<file path="src/rtl/fc_loader_pkg.sv">
// rtl/fc_loader_pkg.sv - shared state encoding and width helper for the FC weight loader
package fc_loader_pkg;

  typedef enum logic [1:0] {
    S_IDLE   = 2'd0,
    S_LOAD   = 2'd1,
    S_CHECK  = 2'd2,
    S_COMMIT = 2'd3
  } state_t;

  function automatic int count_width(input int n);
    return $clog2(n + 1);
  endfunction

endpackage

</file>
<file path="src/rtl/fc_weight_staging.sv">
// rtl/fc_weight_staging.sv - indexed-write staging register array, flattened onto one output bus
module fc_weight_staging #(
  parameter int N  = 50,
  parameter int W  = 8,
  parameter int IW = 6
) (
  input  logic          clk,
  input  logic          rst,
  input  logic          i_we,
  input  logic [IW-1:0] i_idx,
  input  logic [W-1:0]  i_data,
  output logic [N*W-1:0] o_weights
);

  logic [N*W-1:0] r_weights;

  always_ff @(posedge clk or posedge rst) begin
    if (rst) begin
      r_weights <= '0;
    end else if (i_we) begin
      for (int i = 0; i < N; i++) begin
        if (i_idx == IW'(i)) r_weights[i*W +: W] <= i_data;
      end
    end
  end

  assign o_weights = r_weights;

endmodule

</file>
<file path="src/rtl/fc_weight_loader.sv">
// rtl/fc_weight_loader.sv - streams weight words into staging and pulses the FC memory write enable once
// Optional trailing checksum word enabled by FC_LOADER_CHECKSUM_EN.
module fc_weight_loader
  import fc_loader_pkg::*;
#(
  parameter int FLATTENED_LENGTH          = 50,
  parameter int FULLYCONNECTED_DATA_WIDTH = 8,
  localparam int CW = count_width(FLATTENED_LENGTH),
  localparam int W  = FULLYCONNECTED_DATA_WIDTH
) (
  input  logic                          clk,
  input  logic                          rst,
  input  logic                          start,
  input  logic                          abort,
  input  logic [W-1:0]                  in_data,
  input  logic                          in_valid,
  output logic                          in_ready,
  output logic [FLATTENED_LENGTH*W-1:0] fc_weights,
  output logic                          fc_wr_en_n,
  output logic [CW-1:0]                 word_count,
  output logic                          busy,
  output logic                          done,
  output logic                          error
);

  localparam logic [CW-1:0] LAST = CW'(FLATTENED_LENGTH - 1);

  state_t         r_state;
  logic [CW-1:0]  r_count;
  logic           r_wr_en_n;
  logic           r_done;
  logic           w_we;

  // Abort wins over a word presented in the same cycle, so nothing is staged then.
  assign w_we = (r_state == S_LOAD) && in_valid && !abort;

`ifdef FC_LOADER_CHECKSUM_EN
  logic [W-1:0] r_sum;
  logic         r_error;
  assign error = r_error;
`else
  assign error = 1'b0;
`endif

  always_ff @(posedge clk or posedge rst) begin
    if (rst) begin
      r_state   <= S_IDLE;
      r_count   <= '0;
      r_wr_en_n <= 1'b1;
      r_done    <= 1'b0;
`ifdef FC_LOADER_CHECKSUM_EN
      r_sum     <= '0;
      r_error   <= 1'b0;
`endif
    end else begin
      r_done <= 1'b0;
`ifdef FC_LOADER_CHECKSUM_EN
      r_error <= 1'b0;
`endif
      case (r_state)
        S_IDLE: begin
          if (start && !abort) begin
            r_state <= S_LOAD;
            r_count <= '0;
`ifdef FC_LOADER_CHECKSUM_EN
            r_sum   <= '0;
`endif
          end
        end
        S_LOAD: begin
          if (abort) begin
            r_state <= S_IDLE;
            r_count <= '0;
          end else if (in_valid) begin
            r_count <= r_count + CW'(1);
`ifdef FC_LOADER_CHECKSUM_EN
            r_sum   <= r_sum + in_data;
            if (r_count == LAST) r_state <= S_CHECK;
`else
            if (r_count == LAST) begin
              r_state   <= S_COMMIT;
              r_wr_en_n <= 1'b0;
            end
`endif
          end
        end
`ifdef FC_LOADER_CHECKSUM_EN
        S_CHECK: begin
          if (abort) begin
            r_state <= S_IDLE;
            r_count <= '0;
          end else if (in_valid) begin
            if (in_data == r_sum) begin
              r_state   <= S_COMMIT;
              r_wr_en_n <= 1'b0;
            end else begin
              r_state <= S_IDLE;
              r_error <= 1'b1;
            end
          end
        end
`endif
        S_COMMIT: begin
          r_state   <= S_IDLE;
          r_wr_en_n <= 1'b1;
          r_done    <= 1'b1;
        end
        default: r_state <= S_IDLE;
      endcase
    end
  end

  fc_weight_staging #(
    .N  (FLATTENED_LENGTH),
    .W  (W),
    .IW (CW)
  ) u_staging (
    .clk       (clk),
    .rst       (rst),
    .i_we      (w_we),
    .i_idx     (r_count),
    .i_data    (in_data),
    .o_weights (fc_weights)
  );

  assign in_ready   = (r_state == S_LOAD) || (r_state == S_CHECK);
  assign busy       = (r_state != S_IDLE);
  assign fc_wr_en_n = r_wr_en_n;
  assign done       = r_done;
  assign word_count = r_count;

endmodule

</file>
<file path="config.mk">
export PLATFORM = sky130hd
export DESIGN_NAME = fc_weight_loader
export DESIGN_NICKNAME = d
export VERILOG_FILES = /design/src/rtl/fc_loader_pkg.sv /design/src/rtl/fc_weight_staging.sv /design/src/rtl/fc_weight_loader.sv
export SDC_FILE = /design/constraint.sdc
export NUM_CORES = 1
export LEC_CHECK = 0
export CAP_MARGIN = 15
export CORE_MARGIN = 1.5
export CORE_UTILIZATION = 50
export CTS_CLUSTER_SIZE = 30
export DETAILED_ROUTE_END_ITERATION = 7
export GPL_ROUTABILITY_DRIVEN = 0
export PLACE_DENSITY = 0.87
export RECOVER_POWER = 50
export SLEW_MARGIN = 20
export SYNTH_ARGS = -nofsm -noshare
export SYNTH_HDL_FRONTEND = slang
export SYNTH_SLANG_ARGS = --single-unit
</file>
<file path="constraint.sdc">
create_clock -name clk -period 29.2 [get_ports clk]
set_clock_uncertainty 0.2 [all_clocks]
set_input_delay 8.76 -clock clk [delete_from_list [all_inputs] [get_ports clk]]
set_output_delay 8.76 -clock clk [all_outputs]
set_load 0.01 [all_outputs]
</file>
==> key figures, run 1 <==
Global route
  – GRT Util Overall: 27.5%
  – Via count of the first global-routing pass: 11000
  – First-pass GRT wire length: 68.3 mm
  – Antenna violations before repair: 1
  – Largest net degree at the start of global routing: 133
  – Gr ovfl total: 0

Logic synthesis
  – Async SR Flop Fraction: 100%
  – Post-synth EDFFs: 0
  – Post-synth net total: 1024
  – Syn Area/Cell: 15.8 sq um
  – Mapped Area: 15900 sq um
  – Yosys reg bits: 410
  – Cell variety after synth: 42
  – Top FF cell, synth: dfrtp_1
  – Yosys warns: 0
  – Mapped Cells: 1004
  – Sequential cell area fraction in the yosys report: 64.5%

Clock tree
  – Post-cts resize count: 0
  – Clock buffer depth: 3
  – Post-CTS Setup Bufs: 0
  – Sink Count: 410
  – Post-CTS Hold Buffers: 0
  – Reg clk slew, reported paths: 0.06 ns
  – CTS tree: built
  – CTS buffer count: 42
  – Worst skew pair latency: 0.52 ns
  – H-tree levels: 2
  – Clock root cell: clkbuf_16

Place
  – Count of input and output buffers: 422
  – Hpwl dp: 29.2 mm
  – Placed Cells: 1780

Critical path
  – CP Max Fanout: 132
  – Crit-path most repeated cell: buf_4
  – Crit start category: input pin
  – Critical path required time: 29.52 ns
  – Crit-path max cell delay: 3.13 ns
  – Critical-path top delay cell: clkinvlp_2
  – CP Class: in2async
  – Crit path cell chain: dlygate4sd3_1 -> clkinvlp_2 -> clkbuf_1 -> buf_16 -> buf_4 -> buf_4
  – CP Data Arrival Time: 15.72 ns
  – Crit-path leading delay family: buffers and inverters
  – CP endpoint kind: async pin
  – Buf/Inv on CP: 6
  – Register-to-register setup slack: 26.00 ns

Run status
  – Failing checks: capacitance limit, slew limit
  – Status: complete, but fails checks

Power and ir drop
  – Max IR drop VDD: 0.0600 mV
  – Static Leak: 11.8 nW
  – PwrDens: 59.3 nW/um^2

Routing
  – Wirelength per Cell: 24.3 um
  – DRC: 0
  – Detailed Route WL: 45.3 mm
  – Vias: 10200
  – Drt initial violations: 401
  – Drt pass-1 iters: 4
  – Vias per Instance: 5.47
  – Antenna Nets Post-Route: 0

Floorplan
  – CORE AREA: 31500 sq um
  – Die area: 32900 sq um
  – Effective utilization at floorplan: 50.5%
  – I/O pin count: 424
  – Die Ht: 181 um
  – Die width: 181 um
  – Cell row count: 65

Cells and area
  – Fin cells: 1861
  – Finished Core Util: 69.6%
  – # nets final: 1444
  – Area Overhead vs Synth: 37.7%
  – FILL cells: 2101
  – Ratio of cells with drive above 1 in the final layout: 35.1%

STA
  – Min Clock Period, post-route: 15.39 ns
  – Fmax achieved: 65.0 MHz
  – Fin. max-slew vios: 164
  – Slew headroom: -281%
  – RSZ-0062 raised after global routing: no
  – Period utilization: 52.7%
  – Setup TNS: 0 ns
  – Worst slew pin tran: 5.71 ns
  – Final setup viols: 0
  – Final Hold Fails: 0

Min path
  – Hold Path Class: reg2reg

Job
  – MaxCap Viol Count: 2
power breakdown:
part	switching [mW]	leakage, nW	internal [mW]
Combinational	0.0816	5.38	0.0613
Sequential	0.0135	5.69	0.591
Clock	0.218	0.707	0.334
Total	0.313	11.8	0.986
layer usage:
layer	part of all wire [%]	vias to the layer above	wire length (um)	track usage, %
met4	3.8	0	1730	10.8
li1	-	4410	-	-
met1	40	5280	18000	34.5
met5	0	-	0	0
met2	49	400	22100	45.6
met3	7.5	98	3410	7.38
synthesized netlist by cell type (5+ instances only):
| cell | number | area, sq um |
|---|---|---|
| and3_1 | 5 | 31.3 |
| buf_2 | 6 | 30.0 |
| clkbuf_1 | 51 | 191 |
| dfrtp_1 | 409 | 10200 |
| ha_1 | 7 | 87.6 |
| inv_1 | 10 | 37.5 |
| mux2_2 | 400 | 4500 |
| nand2_1 | 15 | 56.3 |
| nand2_2 | 5 | 31.3 |
| nand2b_1 | 6 | 37.5 |
| nand3_1 | 17 | 85.1 |
| nand3_2 | 5 | 50.1 |
| nor2_1 | 5 | 18.8 |
| nor2_2 | 11 | 68.8 |
| nor2b_1 | 5 | 31.3 |
| o21ai_0 | 6 | 30.0 |
area by class of cell:
type	count	area, sq um	share of cell area (%)
repair buffers	440	4350	19.8
well taps	402	503	2.30
clock inverters	10	131	0.600
flip-flops and latches	410	10300	46.8
clock buffers	67	1310	5.97
diodes	2	5.00	0.0228
multi-input cells	520	5310	24.2
inverters	10	38.8	0.177
worst reg2reg max path, cell delays in order (launching register included):
cell     delay (ns)
dfrtp_1        0.40
inv_1          0.09
ha_1           0.27
nand2_1        0.16
or3b_1         0.78
nor4_4         0.74
mux2_2         0.43
stage by stage:
| step | cell area [sq um] | worst slack [ns] | hold slack (ns) | total power [mW] |
|---|---|---|---|---|
| 2_1_floorplan | 15900 | 8.83 | 0.288 | 0.684 |
| 3_3_place_gp | 20500 | 16.51 | 0.287 | 0.759 |
| 3_5_place_dp | 20500 | 16.42 | 0.281 | 0.763 |
| 4_1_cts | 21900 | 16.97 | 0.290 | 1.31 |
| 5_1_grt | 21900 | 12.56 | 0.304 | 1.34 |
| 6_report | 21900 | 13.81 | 0.295 | 1.30 |
sequential cells by signal, summed over array words and instances, names as in the netlist:
signal and cells:
word_count 6, u_staging.o_weights 400, fc_wr_en_n 1, r_state 2, done 1
logic make-up after synthesis:
group	Yosys count	share of synthesized area (%)
mux	400	28.3
simple gates	90	3.68
flops	410	64.5
fa+ha+maj	7	0.551
compound gates	22	0.952
buf+inv	74	1.98
other cells	1	0.0236
placed cells by master, fill, tap and decap left out, types with 6 or more instances in the layout:
cell type        instances
clkdlybuf4s50_1         38
inv_1                    9
dlygate4sd3_1          376
dfrtp_1                409
nand3_1                 17
buf_4                   13
ha_1                     7
nor2_2                  11
clkbuf_1                16
nand2_1                 19
clkbuf_16               45
o21ai_0                  6
nor2b_1                  6
mux2_2                 400
buf_2                    7
clkbuf_8                10
nand2b_1                 6
worst paths after layout:
kind | startpoint | endpoint | cells past startpoint
worst min register to register | fc_wr_en_n$_DFFE_PP1P_ | fc_wr_en_n$_DFFE_PP1P_ | 2
min in group asynchronous | rst | u_staging.o_weights[308]$_DFFE_PP0P_ | 2
worst min-delay path | fc_wr_en_n$_DFFE_PP1P_ | fc_wr_en_n$_DFFE_PP1P_ | 2
max in group clk | abort | u_staging.o_weights[155]$_DFFE_PP0P_ | 5
worst max register to register | r_state[1]$_DFFE_PP0P_ | u_staging.o_weights[155]$_DFFE_PP0P_ | 6
worst max-delay path | rst | u_staging.o_weights[373]$_DFFE_PP0P_ | 6
(Power assumes the default switching activity.)
==> run 2: changes to the inputs <==
--- a/config.mk
+++ b/config.mk
@@ -7,11 +7,11 @@
 export LEC_CHECK = 0
 export CAP_MARGIN = 15
 export CORE_MARGIN = 1.5
-export CORE_UTILIZATION = 50
+export CORE_UTILIZATION = 44
 export CTS_CLUSTER_SIZE = 30
 export DETAILED_ROUTE_END_ITERATION = 7
 export GPL_ROUTABILITY_DRIVEN = 0
-export PLACE_DENSITY = 0.87
+export PLACE_DENSITY = 0.82
 export RECOVER_POWER = 50
 export SLEW_MARGIN = 20
 export SYNTH_ARGS = -nofsm -noshare
==> constraint.sdc (replaced) <==
create_clock -name clk -period 13.7 [get_ports clk]
set_clock_uncertainty 0.2 [all_clocks]
set_input_delay 4.11 -clock clk [delete_from_list [all_inputs] [get_ports clk]]
set_output_delay 4.11 -clock clk [all_outputs]
set_load 0.01 [all_outputs]
==> key figures, run 2 (synthesis results as in run 1) <==
Cells and area
  – Max FFs per register: 400 (unchanged)
  – # nets final: 1444 (unchanged)
  – Finished Core Util: 62.0% (-7.6 points)
  – Most frequent cells in the layout: dfrtp_1 (409), dlygate4sd3_1 (409), mux2_2 (400)
  – Multi-input logic area: 5340 sq um (+0.54%)
  – Post-route cell area: 22100 sq um (+0.73%)
  – Ratio of cells with drive above 1 in the final layout: 36.4% (+1.2 points)
  – Area Overhead vs Synth: 38.7%
  – FILL cells: 2659 (+27%)
  – Reg area: 10300 sq um (unchanged)

Place
  – DP Area: 20500 sq um (+0.47%)
  – Count of input and output buffers: 422 (unchanged)
  – Hpwl dp: 29.6 mm (+1.2%)

Global route
  – Met3 usage: 6.93% (-0.45 points)
  – Antenna violations before repair: 1 (unchanged)
  – Largest net degree at the start of global routing: 190 (+43%)
  – GRT Util Overall: 24.7% (-2.8 points)
  – GRT Max-Usage Layer: met2
  – First-pass GRT wire length: 68.0 mm (-0.42%)
  – Via count of the first global-routing pass: 10700 (-3.3%)
  – Met2 Usage GRT: 40.2% (-5.4 points)
  – Gr ovfl total: 0 (unchanged)
  – Met1 GRT Util: 31.2% (-3.2 points)

Clock tree
  – CTS tree: built
  – CTS buffer count: 43 (+2.4%)
  – Worst skew pair latency: 0.56 ns (+0.04 ns)
  – H-tree levels: 2 (unchanged)
  – Sink Count: 410 (unchanged)
  – Post-CTS Hold Buffers: 0 (unchanged)
  – Post-CTS Setup Bufs: 0 (unchanged)
  – Post-cts resize count: 0 (unchanged)
  – Clock buffer depth: 3 (unchanged)
  – Reg clk slew, reported paths: 0.06 ns (about the same)
  – Clock root cell: clkbuf_16

Power and ir drop
  – Power share of the combinational group: 10.9% (about the same)
  – PwrDens: 128 nW/um^2 (+120%)
  – Clock share of power: 43.5% (+1.0 points)
  – Pwr Total: 2.83 mW (+120%)
  – Static Leak: 11.9 nW (+1.4%)
  – Total net switching power: 0.692 mW (+120%)
  – Max IR drop VDD: 0.146 mV (+140%)
  – Sw frac: 24.5% (+0.41 points)
  – Sequential share of power: 45.5% (-1.0 points)
  – Cell internal pwr: 2.13 mW (+120%)

STA
  – Period utilization: 60.2%
  – Fmax achieved: 121 MHz
  – Setup TNS: 0 ns (unchanged)
  – Min Clock Period, post-route: 8.25 ns
  – Final setup viols: 0 (unchanged)
  – Worst slew pin tran: 3.75 ns (-1.96 ns)
  – RSZ-0062 raised after global routing: no
  – Fin. max-slew vios: 66 (-60%)
  – Slew headroom: -150% (+130 points)
  – Fin Hold WS: 0.287 ns (-0.00802 ns)
  – Final Hold Fails: 0 (unchanged)

Routing
  – Wirelength per Cell: 24.1 um (-1.1%)
  – Vias: 10100 (-0.65%)
  – Antenna Nets Post-Route: 0 (unchanged)
  – DRC: 0 (unchanged)
  – Drt initial violations: 294 (-27%)
  – Drt pass-1 iters: 4 (unchanged)
  – Vias per Instance: 5.27 (-3.7%)
  – Detailed Route WL: 46.2 mm (+2.0%)

Critical path
  – Worst reg2reg path depth: 6 (unchanged)
  – R2R Path Start: r_state[1]$_DFFE_PP0P_
  – CP Max Fanout: 79 (-40%)
  – Crit start category: input pin
  – Reg2reg end: u_staging.o_weights[107]$_DFFE_PP0P_
  – CP Data Arrival Time: 8.58 ns (-7.14 ns)
  – Critical path required time: 14.04 ns (-15.48 ns)
  – CP endpoint kind: async pin
  – CP Class: in2async
  – Crit path from: rst
  – Register-to-register setup slack: 10.54 ns (-15.46 ns)

Run status
  – Failing checks: capacitance limit, slew limit
  – Status: complete, but fails checks

Min path
  – Hold path cells: 2 (unchanged)
  – Hold path start: fc_wr_en_n$_DFFE_PP1P_
  – Hold Path Class: reg2reg
  – Hold path endpoint: fc_wr_en_n$_DFFE_PP1P_

Floorplan
  – Die Ht: 193 um (+6.5%)
  – CORE AREA: 35600 sq um (+13%)
  – Effective utilization at floorplan: 44.7% (-5.8 points)
  – Die area: 37300 sq um (+13%)
  – I/O pin count: 424 (unchanged)
  – Cell row count: 69 (+6.2%)
  – Die width: 193 um (+6.5%)

Job
  – MaxCap Viol Count: 1 (-1)
run 2: per-layer routing:
layer | vias to the layer above | wire length (um)
met5 | - | 0
met4 | 0 | 1490
met3 | 86 | 3510
met2 | 354 | 22100
met1 | 5277 | 19100
li1 | 4405 | -
run 2: worst max-delay path by stage:
stage | to | slack, ns | depth (start not counted)
after floorplan | done$_DFF_PP0_ | 3.87 | 1
after global placement | u_staging.o_weights[140]$_DFFE_PP0P_ | 6.55 | 5
after detailed placement | u_staging.o_weights[142]$_DFFE_PP0P_ | 6.42 | 5
after CTS | u_staging.o_weights[142]$_DFFE_PP0P_ | 7.02 | 5
after global routing | u_staging.o_weights[174]$_DFFE_PP0P_ | 4.66 | 4
final | u_staging.o_weights[366]$_DFFE_PP0P_ | 5.45 | 4
run 2: layout make-up:
type	count	share of cell area, %
multi-input cells	520	24.2
repair buffers	439	19.7
inverters	10	0.187
clock buffers	61	5.82
flip-flops and latches	410	46.5
diodes	1	0.0113
clock inverters	17	1.01
well taps	461	2.61
run 2: power groups by stage:
stage / Clock (mW) / Sequential (mW) / Combinational [mW]
after floorplan: 0 / 1.33 / 0.129
after global placement: 0 / 1.31 / 0.322
after detailed placement: 0 / 1.31 / 0.326
after CTS: 1.25 / 1.29 / 0.330
after global routing: 1.30 / 1.29 / 0.334
final: 1.23 / 1.29 / 0.309
run 2: worst max-delay path: stages:
cell and delay (ns):
dlygate4sd3_1 0.57, clkinvlp_4 0.07, clkbuf_1 2.61, buf_4 1.09
run 2: stage by stage:
stage	std cells	worst slack, ns
global placement	1839	6.55
floorplan	1004	3.87
CTS	1917	7.02
global route	1918	4.66
finish	1919	5.45
detailed placement	1839	6.42
